### src/rtl/keyboard_fifo_wb.sv
// Keyboard STATUS/DATA register pair with a key FIFO, typematic autorepeat and
// vector-60/274 interrupt requests, all running on clk_bus.
module keyboard_fifo_wb #(
    parameter logic [15:0] BASE_ADDR    = 16'o177660,
    parameter int          DEPTH_LOG2   = 3,
    parameter logic [23:0] DELAY_CYCLES = 24'd12_000_000,
    parameter logic [23:0] RATE_CYCLES  = 24'd2_400_000
) (
    input  logic        clk_bus,
    input  logic        bus_reset_n,
    input  logic [15:0] bus_din,
    output logic [15:0] bus_dout,
    input  logic [15:0] bus_addr,
    input  logic        bus_sync,
    input  logic        bus_we,
    input  logic        bus_stb,
    input  logic [1:0]  bus_wtbt,
    output logic        bus_ack,
    input  logic        key_valid,
    input  logic [6:0]  key_code,
    input  logic        key_alt,
    input  logic        key_held,
    output logic        virq_req60,
    output logic        virq_req274,
    input  logic        virq_ack60,
    input  logic        virq_ack274
);
    // state    | meaning
    // S_IDLE   | no autorepeat in progress
    // S_DELAY  | key held, counting down to the first repeat
    // S_REPEAT | key held, counting down between repeats
    typedef enum logic [1:0] {S_IDLE, S_DELAY, S_REPEAT} state_t;

    localparam int          DEPTH   = 1 << DEPTH_LOG2;
    localparam int          CW      = DEPTH_LOG2 + 1;
    localparam logic [15:0] DT_ADDR = BASE_ADDR + 16'd2;

    logic [7:0]            r_mem [DEPTH];
    logic [DEPTH_LOG2-1:0] r_wr_ptr, r_rd_ptr;
    logic [CW-1:0]         r_count;
    logic [15:0]           r_data_o;
    logic                  r_ack_q, r_acc_st_q, r_acc_dt_q;
    logic                  r_mask, r_rpt_en, r_ovf, r_armed;
    logic                  r_req60, r_req274, r_ack60_q, r_ack274_q;
    logic [7:0]            r_rpt_entry;
    state_t                r_state, w_state_nxt;
    logic [23:0]           r_cnt, w_cnt_nxt;

    logic w_sel_st, w_sel_dt, w_acc_st, w_acc_dt;
    logic w_wr_st, w_rd_st, w_rd_dt;
    logic w_empty, w_full, w_pop, w_push, w_drop, w_push_req, w_key_ok, w_rpt_evt, w_arm;
    logic w_fire, w_ack60_rise, w_ack274_rise;
    logic [7:0]    w_push_data, w_head;
    logic [CW-1:0] w_count_nxt;
    logic [15:0]   w_status;
    logic          w_unused;

    assign w_unused = ^{bus_wtbt, bus_din[15:10], bus_din[7], bus_din[5:0]};

    assign w_sel_st = bus_sync & (bus_addr[15:1] == BASE_ADDR[15:1]);
    assign w_sel_dt = bus_sync & (bus_addr[15:1] == DT_ADDR[15:1]) & ~bus_we;
    assign w_acc_st = bus_stb & w_sel_st;
    assign w_acc_dt = bus_stb & w_sel_dt;
    assign w_wr_st  = w_acc_st & ~r_acc_st_q & bus_we;
    assign w_rd_st  = w_acc_st & ~r_acc_st_q & ~bus_we;
    assign w_rd_dt  = w_acc_dt & ~r_acc_dt_q;

    assign bus_ack  = bus_stb & (w_sel_st | w_sel_dt) & r_ack_q;
    assign bus_dout = (w_sel_st | w_sel_dt) ? r_data_o : 16'd0;

    assign w_empty     = (r_count == '0);
    assign w_full      = (r_count == CW'(DEPTH));
    assign w_head      = r_mem[r_rd_ptr];
    assign w_pop       = w_rd_dt & ~w_empty;
    assign w_key_ok    = key_valid & (key_code != 7'd0);
    assign w_push_req  = w_key_ok | w_rpt_evt;
    assign w_push_data = w_key_ok ? {key_alt, key_code} : r_rpt_entry;
    // A same-cycle pop frees a slot before the push is considered.
    assign w_push      = w_push_req & (~w_full | w_pop);
    assign w_drop      = w_push_req & w_full & ~w_pop;
    assign w_count_nxt = r_count + CW'(w_push) - CW'(w_pop);
    assign w_arm       = (w_push & w_empty) | (w_pop & (w_count_nxt != '0));

    assign w_status = {6'd0, r_rpt_en, r_ovf, ~w_empty, r_mask, 6'(r_count)};

    assign w_fire        = r_armed & ~r_mask;
    assign w_ack60_rise  = virq_ack60 & ~r_ack60_q;
    assign w_ack274_rise = virq_ack274 & ~r_ack274_q;
    assign virq_req60    = r_req60;
    assign virq_req274   = r_req274;

    always_ff @(posedge clk_bus) begin
        if (w_push) r_mem[r_wr_ptr] <= w_push_data;
    end

    always_ff @(posedge clk_bus or negedge bus_reset_n) begin
        if (!bus_reset_n) begin
            r_wr_ptr    <= '0;
            r_rd_ptr    <= '0;
            r_count     <= '0;
            r_data_o    <= 16'd0;
            r_ack_q     <= 1'b0;
            r_acc_st_q  <= 1'b0;
            r_acc_dt_q  <= 1'b0;
            r_mask      <= 1'b1;
            r_rpt_en    <= 1'b1;
            r_ovf       <= 1'b0;
            r_armed     <= 1'b0;
            r_req60     <= 1'b0;
            r_req274    <= 1'b0;
            r_ack60_q   <= 1'b0;
            r_ack274_q  <= 1'b0;
            r_rpt_entry <= 8'd0;
        end else begin
            r_ack_q    <= bus_stb;
            r_acc_st_q <= w_acc_st;
            r_acc_dt_q <= w_acc_dt;
            r_ack60_q  <= virq_ack60;
            r_ack274_q <= virq_ack274;
            r_count    <= w_count_nxt;
            r_armed    <= w_arm;
            if (w_push) r_wr_ptr <= r_wr_ptr + 1'b1;
            if (w_pop)  r_rd_ptr <= r_rd_ptr + 1'b1;
            if (w_key_ok) r_rpt_entry <= {key_alt, key_code};
            if (w_rd_st)    r_data_o <= w_status;
            else if (w_pop) r_data_o <= {9'd0, w_head[6:0]};
            if (w_wr_st) begin
                r_mask   <= bus_din[6];
                r_rpt_en <= bus_din[9];
            end
            if (w_drop)                   r_ovf <= 1'b1;
            else if (w_wr_st & bus_din[8]) r_ovf <= 1'b0;
            // A DATA read retires the head, so it also retires any request for it.
            if (w_rd_dt)                 r_req60 <= 1'b0;
            else if (w_fire & ~w_head[7]) r_req60 <= 1'b1;
            else if (w_ack60_rise)       r_req60 <= 1'b0;
            if (w_rd_dt)                 r_req274 <= 1'b0;
            else if (w_fire & w_head[7]) r_req274 <= 1'b1;
            else if (w_ack274_rise)      r_req274 <= 1'b0;
        end
    end

    always_ff @(posedge clk_bus or negedge bus_reset_n) begin
        if (!bus_reset_n) begin
            r_state <= S_IDLE;
            r_cnt   <= 24'd0;
        end else begin
            r_state <= w_state_nxt;
            r_cnt   <= w_cnt_nxt;
        end
    end

    always_comb begin
        w_state_nxt = r_state;
        w_cnt_nxt   = r_cnt;
        w_rpt_evt   = 1'b0;
        if (!key_held || !r_rpt_en) begin
            w_state_nxt = S_IDLE;
        end else if (w_key_ok) begin
            w_state_nxt = S_DELAY;
            w_cnt_nxt   = DELAY_CYCLES - 24'd1;
        end else if (r_state != S_IDLE) begin
            if (r_cnt == 24'd0) begin
                w_rpt_evt   = 1'b1;
                w_cnt_nxt   = RATE_CYCLES - 24'd1;
                w_state_nxt = S_REPEAT;
            end else begin
                w_cnt_nxt = r_cnt - 24'd1;
            end
        end
    end
endmodule
### config.mk
export PLATFORM = sky130hd
export DESIGN_NAME = keyboard_fifo_wb
export DESIGN_NICKNAME = d
export VERILOG_FILES = /design/src/rtl/keyboard_fifo_wb.sv
export SDC_FILE = /design/constraint.sdc
export NUM_CORES = 1
export LEC_CHECK = 0
export CORE_ASPECT_RATIO = 0.75
export CORE_MARGIN = 2
export CORE_UTILIZATION = 40
export CTS_BUF_LIST = sky130_fd_sc_hd__clkbuf_2
export DETAILED_ROUTE_END_ITERATION = 7
export SETUP_SLACK_MARGIN = 0.15
export SLEW_MARGIN = 20
export SYNTH_ARGS = -nofsm -noshare
export SYNTH_HDL_FRONTEND = slang
export SYNTH_SLANG_ARGS = --single-unit
### constraint.sdc
create_clock -name clk_bus -period 3.5 [get_ports clk_bus]
set_clock_uncertainty 0.2 [all_clocks]
set_input_delay 0.7 -clock clk_bus [delete_from_list [all_inputs] [get_ports clk_bus]]
set_output_delay 0.7 -clock clk_bus [all_outputs]
set_load 0.02 [all_outputs]
[Word level (Yosys, flattened, before mapping)]
Memory sizes are Yosys's and may differ from the RTL's.
Cells that the tools add are included.
Storage, ports and cells
  bits in registers: 71
  bits in writable memories: 64
  bits of input ports: 51
  output and inout bits: 19
  word-level logic and storage cells: 108
  memories: 1
Memories
  r_mem: words 8, width 8, read ports 1, clocked after Yosys merged registers in 0, write ports 1, line 38  | logic [7:0] r_mem [DEPTH];
Operators by class
  add/sub/neg operators: 5
  eq/ne operators: 3
  mux-type cells: 25
  bitwise operators: 39
  reduce and logical (&&, ||, !) cells: 17
Operators by type and width (count)
  2-to-1 mux 24 bit: 3
  2-to-1 mux 16 bit: 3
  == test 15 bit (second input constant): 2
  AND 1 bit: 24
  zero test 24 bit: 1
  subtractor 24 x 1 -> 24 bit (second input constant): 1
  2-to-1 mux 1 bit: 14
  nonzero test 3 bit: 4
  inverter 1 bit: 11
  2-to-1 mux 2 bit: 4
  2-to-1 mux 8 bit: 1
  nonzero test 2 bit: 4
  nonzero test 7 bit: 1
  adder 3 x 1 -> 3 bit (second input constant): 2
  adder 4 x 1 -> 4 bit: 1
  == test 4 bit (second input constant): 1
  zero test 4 bit: 1
  bitwise OR 1 bit: 4
  AND reduction 2 bit: 2
  nonzero test 4 bit: 1
  subtractor 4 x 1 -> 4 bit: 1
  zero test 1 bit: 2
  logical OR 1 bit: 1

[Depth between registers and ports, before layout]
  word-level depth: 13
  depth in mapped cells: 14
  gate-level depth less buffers: 13

[Worst setup path before layout]
No wires, ideal clock.
  kind: input to register
  from: input bus_addr[2]
  to: register r_armed
  library setup time: 0.137 ns
  arrival time: 3.352 ns
  required time: 3.163 ns
  setup slack: -0.189 ns
  stages on the path: 13
  path through: nand4b_1 or4_1 buf_2 or2_2 clkbuf_1 nor2_1 a21o_1 ha_1 inv_1 fa_1 inv_1 o41ai_1 o21ai_0
On the way
  word-level cells in the longest chain between the ends: 13
  elaborated cells between the ends (all ways): 14
  classes of those cells: add/sub (2); eq/ne (1); bitwise (10); reduce/logical (1)
Ends and longest elaborated chain
  start: declaration: line 13  | input logic [15:0] bus_addr,
  == test 15 bit *: line 61  | assign w_sel_dt = bus_sync & (bus_addr[15:1] == DT_ADDR[15:1]) & ~bus_we;
  AND 1 bit * (2 in series): line 61
  AND 1 bit *: line 63  | assign w_acc_dt = bus_stb & w_sel_dt;
  AND 1 bit *: line 66  | assign w_rd_dt = w_acc_dt & ~r_acc_dt_q;
  AND 1 bit *: line 74  | assign w_pop = w_rd_dt & ~w_empty;
  bitwise OR 1 bit: line 79  | assign w_push = w_push_req & (~w_full | w_pop);
  AND 1 bit: line 79
  adder 4 x 1 -> 4 bit: line 81  | assign w_count_nxt = r_count + CW'(w_push) - CW'(w_pop);
  subtractor 4 x 1 -> 4 bit *: line 81
  via w_count_nxt[1]: line 54  | logic [CW-1:0] w_count_nxt;
  nonzero test 4 bit *: line 82  | assign w_arm = (w_push & w_empty) | (w_pop & (w_count_nxt != '0));
  AND 1 bit *: line 82
  bitwise OR 1 bit *: line 82
  via w_arm: line 51  | logic w_empty, w_full, w_pop, w_push, w_drop, w_push_req, w_key_ok, w_rpt_evt, w_arm;
  end signal: assignment: line 121  | r_armed <= w_arm;
  end: declaration: line 43  | logic r_mask, r_rpt_en, r_ovf, r_armed;
Mark *: on every way through the listed nets, which the timed path passes. The rest lies on a longest branch.
A chain may end at the register's enable or synchronous reset.

[Worst setup path in the final report]
  from: input bus_addr[13]
  to: output bus_ack
On the way
  word-level cells in the longest chain between the ends: 6
  elaborated cells between the ends (all ways): 8
  classes of those cells: eq/ne (2); bitwise (6)
Ends and longest elaborated chain
  == test 15 bit: line 61
  AND 1 bit (2 in series): line 61
  bitwise OR 1 bit *: line 68  | assign bus_ack = bus_stb & (w_sel_st | w_sel_dt) & r_ack_q;
  AND 1 bit * (2 in series): line 68
  end: declaration: line 18  | output logic bus_ack,
Every way passes the cells marked *; elsewhere a longest branch is shown, timed or not.

==> impl_metrics.csv <==
group,metric,value,unit
routing,drt_drc_violations_left,0,
critical_path,max_stage_delay,0.60,ns
critical_path,required,2.60,ns
global_routing,gr-usage-met1,0.251,
critical_path,path_max_fanout,6,
hold_path,min_path_type,"primary input to flip-flop",
sta,worstMarginPinSlew,0.802,ns
floorplanning,io_pins,70,
clocking,cts_buffers,17,
sta,setup_viol,0,
final_layout,multi_input_area,2210,sq um
power,p_leak,2.86,nW
synthesis,synth_seq_cells,129,
global_routing,grt.met2_usage,0.261,
clocking,htreeDepth,4,
floorplanning,start_util,0.406,
place,dp_hpwl,9.13,mm
sta,finalSetupTns,0,ns
synthesis,yosys.area.top_type,"edfxtp_1",
global_routing,grt-busiest-layer,"met2",
final_layout,diodes,0,
critical_path,reg2reg_depth,13,
routing,vias_per_cell,5.24,
synthesis,synth_cells,457,
flow_run,drv_cap,0,
synthesis,yosysSeqAreaShare,0.607,
synthesis,synth_ff_type,"edfxtp_1",
floorplanning,fp.coreArea,14400,sq um
critical_path,cp_slowest_cell,"or4_1",
final_layout,nNetsFinal,620,
routing,dr.pass1.iters,7,
sta,post-route-period-util,0.944,
clocking,cts_root_buf,"clkbuf_2",
synthesis,synthArstFlopShare,0.504,
critical_path,crit_type,"primary input to output pin",
critical_path,end_kind,"output pin",
sta,period_minus_slack,3.30,ns
hold_path,whs_path_depth,1,
synthesis,synth_top_area_share,0.328,
global_routing,grt_use_met3,0.0404,
place,gp_congestion,0.818,
synthesis,syn_area_per_cell,12.8,sq um
floorplanning,fp.dieH,109,um
floorplanning,core.rowCount,38,
place,dpl.cell_count,738,
floorplanning,die_area,15600,sq um
global_routing,grt_overflow,0,
synthesis,synthDistinctLibCells,60,
global_routing,grtUsageTotal,0.173,
final_layout,final_cell_area,7150,sq um
sta,relSlewSlack,0.465,
place,io_buffers,47,
global_routing,grt_pass1_wl,20.4,mm
routing,dr.first_iter.drc_count,308,
power,vdd_drop_max,0.000215,V
global_routing,grt_max_degree,31,
final_layout,syn_to_final_growth,22.1,%
clocking,cts_tree,"built",
clocking,ctsLongestPathBuffers,2,
critical_path,start_kind,"primary input",
final_layout,regArea,3550,sq um
sta,fmax,303,MHz
clocking,worstSkewPairLatency,0.68,ns
final_layout,instances_no_fill,772,
synthesis,synth-edff-count,64,
critical_path,critical_path.cell_chain,"clkdlybuf4s50_1, nand4_1, or4_1, buf_4, nor2_1, clkbuf_2",
final_layout,nFillCells,1290,
clocking,cts.sinks,129,
outcome,status,"finished clean",
sta,drv_slew,0,
power,power_density,477,nW/um^2
clocking,path_clk_slew,0.21,ns
sta,rsz0062_at_grt,"yes",
routing,wl_per_cell,16.5,um
place,placed_area,6900,sq um
global_routing,antenna_found_initial,0,
floorplanning,die_width,144,um
routing,drt-total-wl,12.7,mm
synthesis,synth_area_leaders,"edfxtp_1 33%, dfrtp_1 27%, mux4_2 6.2%",
sta,final_hold_viol_count,0,
global_routing,grt_pass1_vias,3934,
critical_path,arrival,2.40,ns
routing,drtAntennaViolNets,0,
synthesis,netlist_area,5850,sq um
synthesis,yosysWarnings,0,
routing,vias,4049,
final_layout,drive_gt1_frac,0.241,
[routing by layer]
layer	vias up	routed length (um)
met3	13	645
met1	2006	6260
met5	-	0
met2	104	5660
li1	1926	-
met4	0	162
[sequential cells by signal, indices dropped and copies added, names as in the netlist, 2 cells and up]
name,flops
r_state,2
r_cnt,24
r_data_o,10
r_mem,64
r_rd_ptr,3
r_count,4
r_rpt_entry,8
r_wr_ptr,3
[report_power, final]
group / internal [W] / switching [W] / leakage [nW]
Sequential: 0.00179 / 0.0000981 / 1.43
Clock: 0.000260 / 0.000590 / 0.119
Combinational: 0.000324 / 0.000351 / 1.30
[area by class of cell]
class,instances,share of cell area
sequential,129,0.497
multi-input combinational,295,0.310
timing repair buffer,103,0.121
tap,200,0.0350
clock inverter,15,0.0186
clock buffer,17,0.0119
inverter,13,0.00683
[cells in the mapped netlist, drive strengths merged (5+ instances only)]
master,number
a21oi,9
a22oi,6
and2,11
buf,13
clkbuf,12
dfrtp,63
edfxtp,64
ha,9
inv,13
mux2,10
mux4,16
nand2,42
nand3,19
nand4,5
nor2,26
nor2b,5
nor3,19
nor4,8
nor4b,6
o21ai,29
o31ai,10
o41ai,5
or3,5
or4,7
[worst paths after layout]
path	startpoint	to	slack, ns
worst max-delay path	bus_addr[13]	bus_ack	0.20
worst min-delay path	virq_ack274	r_ack274_q	0.25
worst max register to register	r_count[3]	r_armed	0.28
worst min register to register	r_data_o[8]	r_data_o[8]	0.31
max in group asynchronous	bus_reset_n	r_rpt_entry[6]	1.93
min in group asynchronous	bus_reset_n	r_data_o[5]	0.38
[timing repair]
action	in CTS	in global routing
resized for setup	13	22
setup endpoints to repair	12	14
hold buffers	1	0
endpoints found under the hold margin	26	0
pin swaps	0	1
buffers inserted	1	0
[placed cells by master, fill, tap and decap left out, drive strengths merged, types with 11 or more instances in the layout]
cell type,instances
nor2,26
edfxtp,64
clkdlybuf4s50,35
o21ai,29
and2,11
dfrtp,63
buf,56
mux4,16
nand2,42
nand3,19
inv,18
clkbuf,21
nor3,19
[through the flow]
stage	hold slack, ns	setup slack [ns]	power, W	utilization
after floorplan	0.204	-0.112	0.00225	-
after global placement	0.271	-0.455	0.00252	0.479
after detailed placement	0.284	-0.525	0.00255	0.479
after CTS	0.198	0.0588	0.00342	0.495
after global routing	0.191	0.120	0.00360	0.496
final	0.250	0.195	0.00341	0.496
[worst max-delay path: cells and delay by family]
kind | cells | cell delay, ns
buffers and inverters | 3 | 0.83
and+or+nand+nor | 3 | 0.87
[logic make-up after synthesis]
logic type | Yosys count | synth area share
AO/OA/AOI/OAI | 79 | 0.0921
XOR/XNOR | 6 | 0.00898
adder cells (fa/ha/maj) | 10 | 0.0227
buffers and inverters | 38 | 0.0293
flip-flops | 129 | 0.607
multiplexers | 29 | 0.0859
other | 1 | 0.000641
AND/OR/NAND/NOR | 165 | 0.154
(Power assumes the default switching activity.)
